--- config.mk ---
export PLATFORM = sky130hd
export DESIGN_NAME = victim_cache_wb
export DESIGN_NICKNAME = d
export VERILOG_FILES = /design/src/rtl/victim_cache_wb.sv
export SDC_FILE = /design/constraint.sdc
export NUM_CORES = 2
export LEC_CHECK = 0
export BUFFER_PORTS_ARGS = -buffer_cell sky130_fd_sc_hd__buf_2
export CORE_MARGIN = 4
export CORE_UTILIZATION = 61
export DETAILED_ROUTE_END_ITERATION = 6
export PLACE_DENSITY_LB_ADDON = 0.08
export SYNTH_ARGS = -nofsm -noshare
export SYNTH_HDL_FRONTEND = slang
export SYNTH_SLANG_ARGS = --single-unit
--- constraint.sdc ---
create_clock -name clk -period 7.1 [get_ports clk]
set_input_delay 2.13 -clock clk [delete_from_list [all_inputs] [get_ports clk]]
set_output_delay 2.13 -clock clk [all_outputs]
set_load 0.05 [all_outputs]
--- src/rtl/victim_cache_wb.sv ---
// victim_cache_wb: small fully associative victim cache behind the D-cache.
// Holds NUM_ENTRIES evicted lines with per-entry valid/dirty bits. The lookup
// is combinational and can hand the hit line back to the D-cache (take).
// Inserts fill the lowest free slot first and then go round-robin. A dirty
// line pushed out by an insert, and every dirty line on a flush, is written
// back to memory over a valid/ready port.
// Ports:
//   clk, rst                         clock, asynchronous active-low reset
//   flush_i                          flush request pulse
//   ins_valid_i/ins_ready_o          insert handshake (addr/data/dirty)
//   lkp_addr_i/lkp_take_i            lookup address, take the hit entry
//   lkp_hit_o/lkp_data_o/lkp_dirty_o lookup result ('0 on miss)
//   wb_valid_o/wb_ready_i            writeback handshake (addr/data)
//   busy_o                           controller not idle
module victim_cache_wb #(
  parameter int LINE_WIDTH  = 128,
  parameter int ADDR_BITS   = 28,
  parameter int NUM_ENTRIES = 4,
  parameter int PTR_BITS    = $clog2(NUM_ENTRIES)
) (
  input  logic                  clk,
  input  logic                  rst,
  input  logic                  flush_i,
  input  logic                  ins_valid_i,
  output logic                  ins_ready_o,
  input  logic [ADDR_BITS-1:0]  ins_addr_i,
  input  logic [LINE_WIDTH-1:0] ins_data_i,
  input  logic                  ins_dirty_i,
  input  logic [ADDR_BITS-1:0]  lkp_addr_i,
  input  logic                  lkp_take_i,
  output logic                  lkp_hit_o,
  output logic [LINE_WIDTH-1:0] lkp_data_o,
  output logic                  lkp_dirty_o,
  output logic                  wb_valid_o,
  input  logic                  wb_ready_i,
  output logic [ADDR_BITS-1:0]  wb_addr_o,
  output logic [LINE_WIDTH-1:0] wb_data_o,
  output logic                  busy_o
);

  typedef enum logic [1:0] {IDLE = 2'd0, EVICT_WB = 2'd1, FLUSH = 2'd2} state_t;

  state_t                  state_r;
  logic [NUM_ENTRIES-1:0]  valid_r;
  logic [NUM_ENTRIES-1:0]  dirty_r;
  logic [ADDR_BITS-1:0]    addr_r [NUM_ENTRIES];
  logic [LINE_WIDTH-1:0]   data_r [NUM_ENTRIES];
  logic [PTR_BITS-1:0]     rr_ptr_r;
  logic [PTR_BITS-1:0]     idx_r;
  logic                    flush_pend_r;
  logic [ADDR_BITS-1:0]    pend_addr_r;
  logic [LINE_WIDTH-1:0]   pend_data_r;
  logic                    pend_dirty_r;

  logic                    hit_s, match_s, free_s;
  logic [PTR_BITS-1:0]     hit_idx_s, match_idx_s, free_idx_s, ins_tgt_s, wb_sel_s;
  logic                    idle_s, ins_fire_s, take_fire_s, take_same_s, take_clr_s;
  logic                    evict_s, wb_valid_s, flush_step_s;

  // Lowest-index priority search for the lookup hit, the insert match and the first free slot.
  always_comb begin
    hit_s       = 1'b0;
    hit_idx_s   = '0;
    match_s     = 1'b0;
    match_idx_s = '0;
    free_s      = 1'b0;
    free_idx_s  = '0;
    // Scanning downwards lets the lowest index overwrite any higher one.
    for (int i = NUM_ENTRIES - 1; i >= 0; i--) begin
      if (valid_r[i] && (addr_r[i] == lkp_addr_i)) begin
        hit_s     = 1'b1;
        hit_idx_s = PTR_BITS'(i);
      end else begin
        hit_s     = hit_s;
      end
      if (valid_r[i] && (addr_r[i] == ins_addr_i)) begin
        match_s     = 1'b1;
        match_idx_s = PTR_BITS'(i);
      end else begin
        match_s     = match_s;
      end
      if (!valid_r[i]) begin
        free_s     = 1'b1;
        free_idx_s = PTR_BITS'(i);
      end else begin
        free_s     = free_s;
      end
    end
  end

  assign idle_s      = (state_r == IDLE);
  assign lkp_hit_o   = idle_s && hit_s;
  assign lkp_data_o  = lkp_hit_o ? data_r[hit_idx_s] : '0;
  assign lkp_dirty_o = lkp_hit_o && dirty_r[hit_idx_s];

  // ins_ready is held low while reset is asserted so every output reads 0.
  assign ins_ready_o = rst && idle_s && !flush_pend_r && !flush_i;
  assign ins_fire_s  = ins_valid_i && ins_ready_o;
  assign ins_tgt_s   = match_s ? match_idx_s : (free_s ? free_idx_s : rr_ptr_r);
  assign evict_s     = ins_fire_s && !match_s && !free_s && dirty_r[rr_ptr_r];

  // An insert aimed at the entry being taken wins; the take is then dropped.
  assign take_fire_s = lkp_take_i && lkp_hit_o;
  assign take_same_s = take_fire_s && ins_fire_s && (ins_tgt_s == hit_idx_s);
  assign take_clr_s  = take_fire_s && !take_same_s;

  // In FLUSH the scan index selects the entry; in EVICT_WB the victim is rr_ptr.
  assign wb_sel_s     = (state_r == FLUSH) ? idx_r : rr_ptr_r;
  assign flush_step_s = valid_r[idx_r] && dirty_r[idx_r];
  assign wb_valid_s   = (state_r == EVICT_WB) || ((state_r == FLUSH) && flush_step_s);
  assign wb_valid_o   = wb_valid_s;
  assign wb_addr_o    = wb_valid_s ? addr_r[wb_sel_s] : '0;
  assign wb_data_o    = wb_valid_s ? data_r[wb_sel_s] : '0;
  assign busy_o       = !idle_s;

  // Controller FSM together with the entry storage it updates.
  always_ff @(posedge clk or negedge rst) begin
    if (!rst) begin
      state_r      <= IDLE;
      valid_r      <= '0;
      dirty_r      <= '0;
      rr_ptr_r     <= '0;
      idx_r        <= '0;
      flush_pend_r <= 1'b0;
      pend_addr_r  <= '0;
      pend_data_r  <= '0;
      pend_dirty_r <= 1'b0;
      for (int i = 0; i < NUM_ENTRIES; i++) begin
        addr_r[i] <= '0;
        data_r[i] <= '0;
      end
    end else begin
      case (state_r)
        IDLE: begin
          if (take_clr_s) begin
            valid_r[hit_idx_s] <= 1'b0;
            dirty_r[hit_idx_s] <= 1'b0;
          end
          if (ins_fire_s) begin
            if (evict_s) begin
              pend_addr_r  <= ins_addr_i;
              pend_data_r  <= ins_data_i;
              pend_dirty_r <= ins_dirty_i;
              state_r      <= EVICT_WB;
            end else begin
              addr_r[ins_tgt_s]  <= ins_addr_i;
              data_r[ins_tgt_s]  <= ins_data_i;
              valid_r[ins_tgt_s] <= 1'b1;
              dirty_r[ins_tgt_s] <= (match_s && !take_same_s) ?
                                    (dirty_r[ins_tgt_s] | ins_dirty_i) : ins_dirty_i;
              if (!match_s && !free_s) begin
                rr_ptr_r <= rr_ptr_r + PTR_BITS'(1);
              end
            end
          end
          if (flush_i) begin
            state_r <= FLUSH;
            idx_r   <= '0;
          end
        end
        EVICT_WB: begin
          if (flush_i) begin
            flush_pend_r <= 1'b1;
          end
          if (wb_ready_i) begin
            addr_r[rr_ptr_r]  <= pend_addr_r;
            data_r[rr_ptr_r]  <= pend_data_r;
            valid_r[rr_ptr_r] <= 1'b1;
            dirty_r[rr_ptr_r] <= pend_dirty_r;
            rr_ptr_r          <= rr_ptr_r + PTR_BITS'(1);
            idx_r             <= '0;
            state_r           <= (flush_pend_r || flush_i) ? FLUSH : IDLE;
          end
        end
        FLUSH: begin
          // Clean or invalid entries take one cycle; dirty ones wait for ready.
          if (!flush_step_s || wb_ready_i) begin
            if (idx_r == PTR_BITS'(NUM_ENTRIES - 1)) begin
              valid_r      <= '0;
              dirty_r      <= '0;
              rr_ptr_r     <= '0;
              flush_pend_r <= 1'b0;
              state_r      <= IDLE;
            end else begin
              idx_r <= idx_r + PTR_BITS'(1);
            end
          end
        end
        default: begin
          state_r <= IDLE;
        end
      endcase
    end
  end

endmodule

Yosys cells after proc, flatten, opt, wreduce, memory -nomap -nowiden

Index checks and enable logic that the tools add are counted.

Memory bits (writable): 0
Bits of input ports: 191
ROM bits: 0
Logic and storage cells: 230
Output and inout bits: 289
Flip-flop bits (word level): 796
Memories kept: 0
Bits in latches: 0

$mul: 0
Multiplexer cells: 114
Reductions and logical operators: 51
$lt $le $gt $ge: 13
Shifts and indexed selects: 0
Bitwise logic cells: 10
Equal/unequal tests: 23
Divide/modulo/power cells: 0
$add $sub $neg: 2

Operator list:

| kind                 | count |
|---|---|
| $mux W512            | 3 |
| $bwmux W512          | 2 |
| $mux W128            | 8 |
| $pmux W512 S2        | 1 |
| $bmux W128 S2        | 2 |
| $demux W128 S2       | 2 |
| $mux W112            | 3 |
| $bwmux W112          | 2 |
| $eq A28 B28 Y1       | 8 |
| $pmux W112 S2        | 1 |
| $mux W28             | 5 |
| $demux W28 S2        | 2 |
| $mux W2              | 30 |
| $bmux W28 S2         | 1 |
| $mux W4              | 12 |
| $logic_and A1 B1 Y1  | 30 |
| $mux W1              | 24 |
| $pmux W4 S3          | 2 |
| $pmux W2 S3          | 3 |
| $ge A3 B3 Y1 const B | 4 |
| $lt A2 B3 Y1 const B | 4 |
| $not A2 Y3           | 4 |
| $reduce_and A4 Y1    | 3 |
| $bmux W1 S2          | 5 |
| 24 further kinds     | 52 |

Longest topological paths before layout

Word-level depth: 18
Depth in mapped cells: 14

Worst setup path before layout

OpenSTA, ideal clock, no wires.

Kind: in2out
From: input lkp_addr_i[19]
To: output lkp_data_o[118]
Cell stages on the path: 10
Data required time: 4970 ps
Arrival time: 5304 ps
Path buffers: 2
Path slack: -334 ps
Cells stage by stage: clkbuf_1 xnor2_1 nand4_1 or4_1 nor2_1 nor2_1 a31oi_1 clkbuf_1 o221ai_1 a21oi_1

Elaborated cells on any way between the ends: 22
Classes of those cells: eq/ne: 4; mux: 12; bitwise: 1; reduce/logical: 5

RTL lines:

| item                    | line | source |
|---|---|---|
| from (decl)             | 29   | `input logic [ADDR_BITS-1:0] lkp_addr_i,` |
| $eq A28 B28 Y1          | 70   | `if (valid_r[i] && (addr_r[i] == lkp_addr_i)) begin` |
| $logic_and A1 B1 Y1     | 70   |  |
| $mux W1 (3 in a row)    | 70   |  |
| $mux W1 (*)             | 70   |  |
| $logic_and A1 B1 Y1 (*) | 92   | `assign lkp_hit_o = idle_s && hit_s;` |
| named net lkp_hit_o     | 31   | `output logic lkp_hit_o,` |
| $mux W128 (*)           | 93   | `assign lkp_data_o = lkp_hit_o ? data_r[hit_idx_s] : '0;` |
| to (decl)               | 32   | `output logic [LINE_WIDTH-1:0] lkp_data_o,` |

Mark *: on every way through the listed nets, which the timed path passes. The rest lies on a longest branch. The select of a mux whose other input is x is not followed.

Worst setup path in the final report

From: input lkp_addr_i[10]
To: output lkp_data_o[34]

Cells in the longest elaborated chain, start to end: 11
Elaborated cells on any way between the ends: 22
Classes of those cells: eq/ne: 4; mux: 12; bitwise: 1; reduce/logical: 5

Ends and longest elaborated chain:

| item                                         | line |
|---|---|
| $eq A28 B28 Y1                               | 70 |
| $logic_and A1 B1 Y1                          | 70 |
| $mux W2 (4 in a row)                         | 70 |
| $not A2 Y3 (not written as such)             | 93 |
| $bmux W128 S2                                | 93 |
| $mux W128 (not written as such) (2 in a row) | 93 |
| $mux W128 (*)                                | 93 |

Every way passes the cells marked *; elsewhere a longest branch is shown, timed or not. The select of a mux whose other input is x is not followed.

==> results.py <==
metrics = {
    "drt": {
        "drtIter0Drc": 4812,
        "first_pass_iters": 7,
        "drcViolationCount": 0,
        "ant_nets": 0,
        "wl_per_cell_um": 27.95,
        "vias": 44530,
        "routed_via_density": 6.880,
        "routed_wl_mm": 180.9,
    },
    "yosys": {
        "syn-num-nets": 5267,
        "synth_edf_count": 0,
        "synth_top_area_share_pct": 40.06,
        "synthCells": 5067,
        "syn_area_um2": 49730,
        "synth_top_cell_by_area": "dfrtp_1",
        "avgSynthCellArea_um2": 9.814,
        "ys_types": 70,
        "ys_ff_latch": 796,
        "synth-main-ff-cell": "dfrtp_1",
        "synthTopCellsByArea": "dfrtp_1, mux2_1, mux4_2",
        "ys_warn_count": 0,
        "synthArstFlopShare_pct": 100.0,
        "yosysSeqAreaShare_pct": 40.06,
    },
    "clocking": {
        "cts-root-buf": "clkbuf_16",
        "cts.clk_slew.worst_paths_ps": 60,
        "clk_latency_ps": 660,
        "tritoncts": "built",
        "ctsLongestPathBuffers": 3,
        "clock_sinks": 796,
        "cts_buffers": 87,
        "cts_max_level": 3,
    },
    "power": {
        "pwr-share-seq_pct": 35.6,
        "p_int_uw": 9733,
        "p_comb_share_pct": 33.8,
        "irDropWorstVdd_mv": 0.2840,
        "power.leakage_uw": 0.02711,
        "switching_share_pct": 37.21,
        "power_uw": 15500,
        "p_sw_uw": 5768,
        "powerDensity_nw_per_um2": 270.1,
        "clock_power_share_pct": 30.6,
    },
    "placement": {
        "dp_hpwl_mm": 110.5,
        "dpl_worst_slack_ps": -92.02,
        "dpl_cell_area_um2": 54180,
        "port_buffers": 479,
        "gp_congestion": 1.004,
    },
    "cells_and_area": {
        "multi_input_area_um2": 28320,
        "n_fill_cell": 6136,
        "regArea_um2": 19920,
        "final_common_cell": "dfrtp_1",
        "final_area_um2": 57380,
        "fin_nets": 5514,
        "syn_to_final_growth_pct": 15.39,
        "drive_gt1_share_pct": 21.99,
        "mostFrequentLayoutCells": "dfrtp_1, o21ai_0, nand3_1",
    },
    "floorplanning": {
        "core-area_um2": 80680,
        "dieArea_um2": 86150,
        "ios": 480,
        "num_rows": 104,
        "die_w_um": 293.5,
        "die_h_um": 293.5,
        "initial_core_util_pct": 61.63,
    },
    "worst_setup_path": {
        "crit_path_max_incr_delay_ps": 340,
        "startpoint_type": "input port",
        "critical_path_arrival_ps": 4910,
        "required_ps": 4970,
        "critPathKind": "in2out",
        "cp_cell_sequence": "buf_2 -> xnor2_1 -> nand4_1 -> nor4_2 -> buf_4 -> and2_1 -> nor2_1 -> a31oi_4 -> buf_12 -> buf_12 -> buf_4 -> o221ai_1 -> a21oi_2 -> buf_2",
        "crit_path_end_kind": "output port",
        "critPathSlowestCell": "nor4_2",
        "crit_fanout": 16,
    },
    "sta": {
        "whs_ps": 513.0,
        "setup-tns-final_ps": 0,
        "setup_slack_ps": 59.74,
        "hold_viol": 0,
        "worstMarginPinSlew_ps": 1191,
        "rsz0062_at_grt": "no",
        "final_max_slew_viol_count": 0,
        "fin_crit_sh_pct": 99.16,
        "relSlewSlack_pct": 19.84,
        "fmax_mhz": 142.0,
        "fin_skew_ps": 33.19,
        "setup_viol": 0,
        "min_period_ps": 7040,
    },
    "worst_hold_path": {
        "min_path_type": "reg2reg",
    },
    "flow_run": {
        "maxCapViolCount": 0,
    },
    "global_route": {
        "grt_pass1_wl_mm": 272.8,
        "grt_overflow": 0,
        "grt_start_max_net_pins": 221,
        "antenna_found_initial": 29,
        "grt_pass1_vias": 44260,
        "grtUsageTotal_pct": 41.15,
    },
    "status": {
        "outcome": "complete, no violations",
    },
}
cells by family (layout without fill, tap and decap cells):
family	after synthesis	after routing	share of synthesized area, %
muxes	913	913	23.90
and+or+nand+nor	1622	1622	16.27
AOI/OAI and AO/OA	974	974	11.20
other	0	27	0
adders and majority gates	9	9	0.2265
xor gates and xnor gates	223	223	3.928
DFF	796	796	40.06
buffers and inverters	530	848	4.419
cell usage after synthesis, types with 70 or more instances:
cell type / count
nand2_1: 507
a21oi_1: 143
o221ai_1: 129
and2_1: 158
nand2b_1: 163
o21ai_0: 640
mux2_1: 559
nand3_1: 637
buf_2: 70
clkbuf_1: 388
xnor2_1: 154
dfrtp_1: 796
mux2i_1: 132
mux4_2: 157
layout make-up:
cell class | count | share of cell area [%]
tap | 1060 | 2.311
clock buffer | 128 | 4.518
sequential | 796 | 34.71
clock inverter | 32 | 0.6716
inverter | 18 | 0.1177
antenna | 27 | 0.1177
timing repair buffer | 670 | 8.195
multi-input combinational | 3741 | 49.35
flip-flops by register name, indices dropped and copies added, names as in the netlist:
name,count
flush_pend_r,1
idx_r,2
data_r,512
dirty_r,4
pend_addr_r,28
valid_r,4
pend_data_r,128
addr_r,112
state_r,2
pend_dirty_r,1
rr_ptr_r,2
layer usage:
| layer | wire [µm] | vias to the layer above | global-route usage [%] |
|---|---|---|---|
| met3 | 18390 | 587 | 8.526 |
| met1 | 68120 | 22290 | 53.92 |
| met5 | 92 | - | 0 |
| met4 | 9863 | 14 | 20.51 |
| li1 | - | 18880 | - |
| met2 | 84450 | 2749 | 65.66 |
critical path, delay by kind of cell:
kind | cells | cell delay [ps]
AOI/OAI and AO/OA | 3 | 490
xor gates and xnor gates | 1 | 330
buffers and inverters | 6 | 1220
and+or+nand+nor | 4 | 730
through the flow:
step	cells	utilization (%)
2_1_floorplan	5067	-
3_3_place_gp	6283	67.16
3_5_place_dp	6283	67.16
4_1_cts	6445	70.93
5_1_grt	6461	71.09
6_report	6472	71.12
power by group through the flow:
stage | Clock, µW | Sequential [µW] | Combinational [µW]
after floorplan | 0 | 5360 | 3470
after global placement | 0 | 5560 | 5090
after detailed placement | 0 | 5570 | 5140
after CTS | 4770 | 5500 | 5160
after global routing | 4960 | 5560 | 5490
final | 4750 | 5520 | 5240
repair_timing:
| action | in CTS | in global routing |
|---|---|---|
| hold buffers | 0 | 0 |
| buffers inserted | 1 | 0 |
| pin swaps | 1 | 0 |
| cloned | 1 | 0 |
| endpoints found under the setup margin | 115 | 110 |
| gates resized for setup | 2 | 20 |
worst paths after layout:
| check | cells past startpoint | from | end | slack, ps |
|---|---|---|---|---|
| setup / recovery | 14 | lkp_addr_i[10] | lkp_data_o[34] | 60 |
| hold / removal | 1 | data_r[356] | data_r[356] | 510 |
| setup reg to reg | 8 | state_r[1] | data_r[75] | 2230 |
| hold reg to reg | 1 | data_r[356] | data_r[356] | 510 |
| max in group asynchronous | 4 | rst | data_r[444] | 3070 |
| min in group asynchronous | 1 | rst | pend_addr_r[9] | 1370 |
No activity file was read; power rests on OpenSTA's default activity.
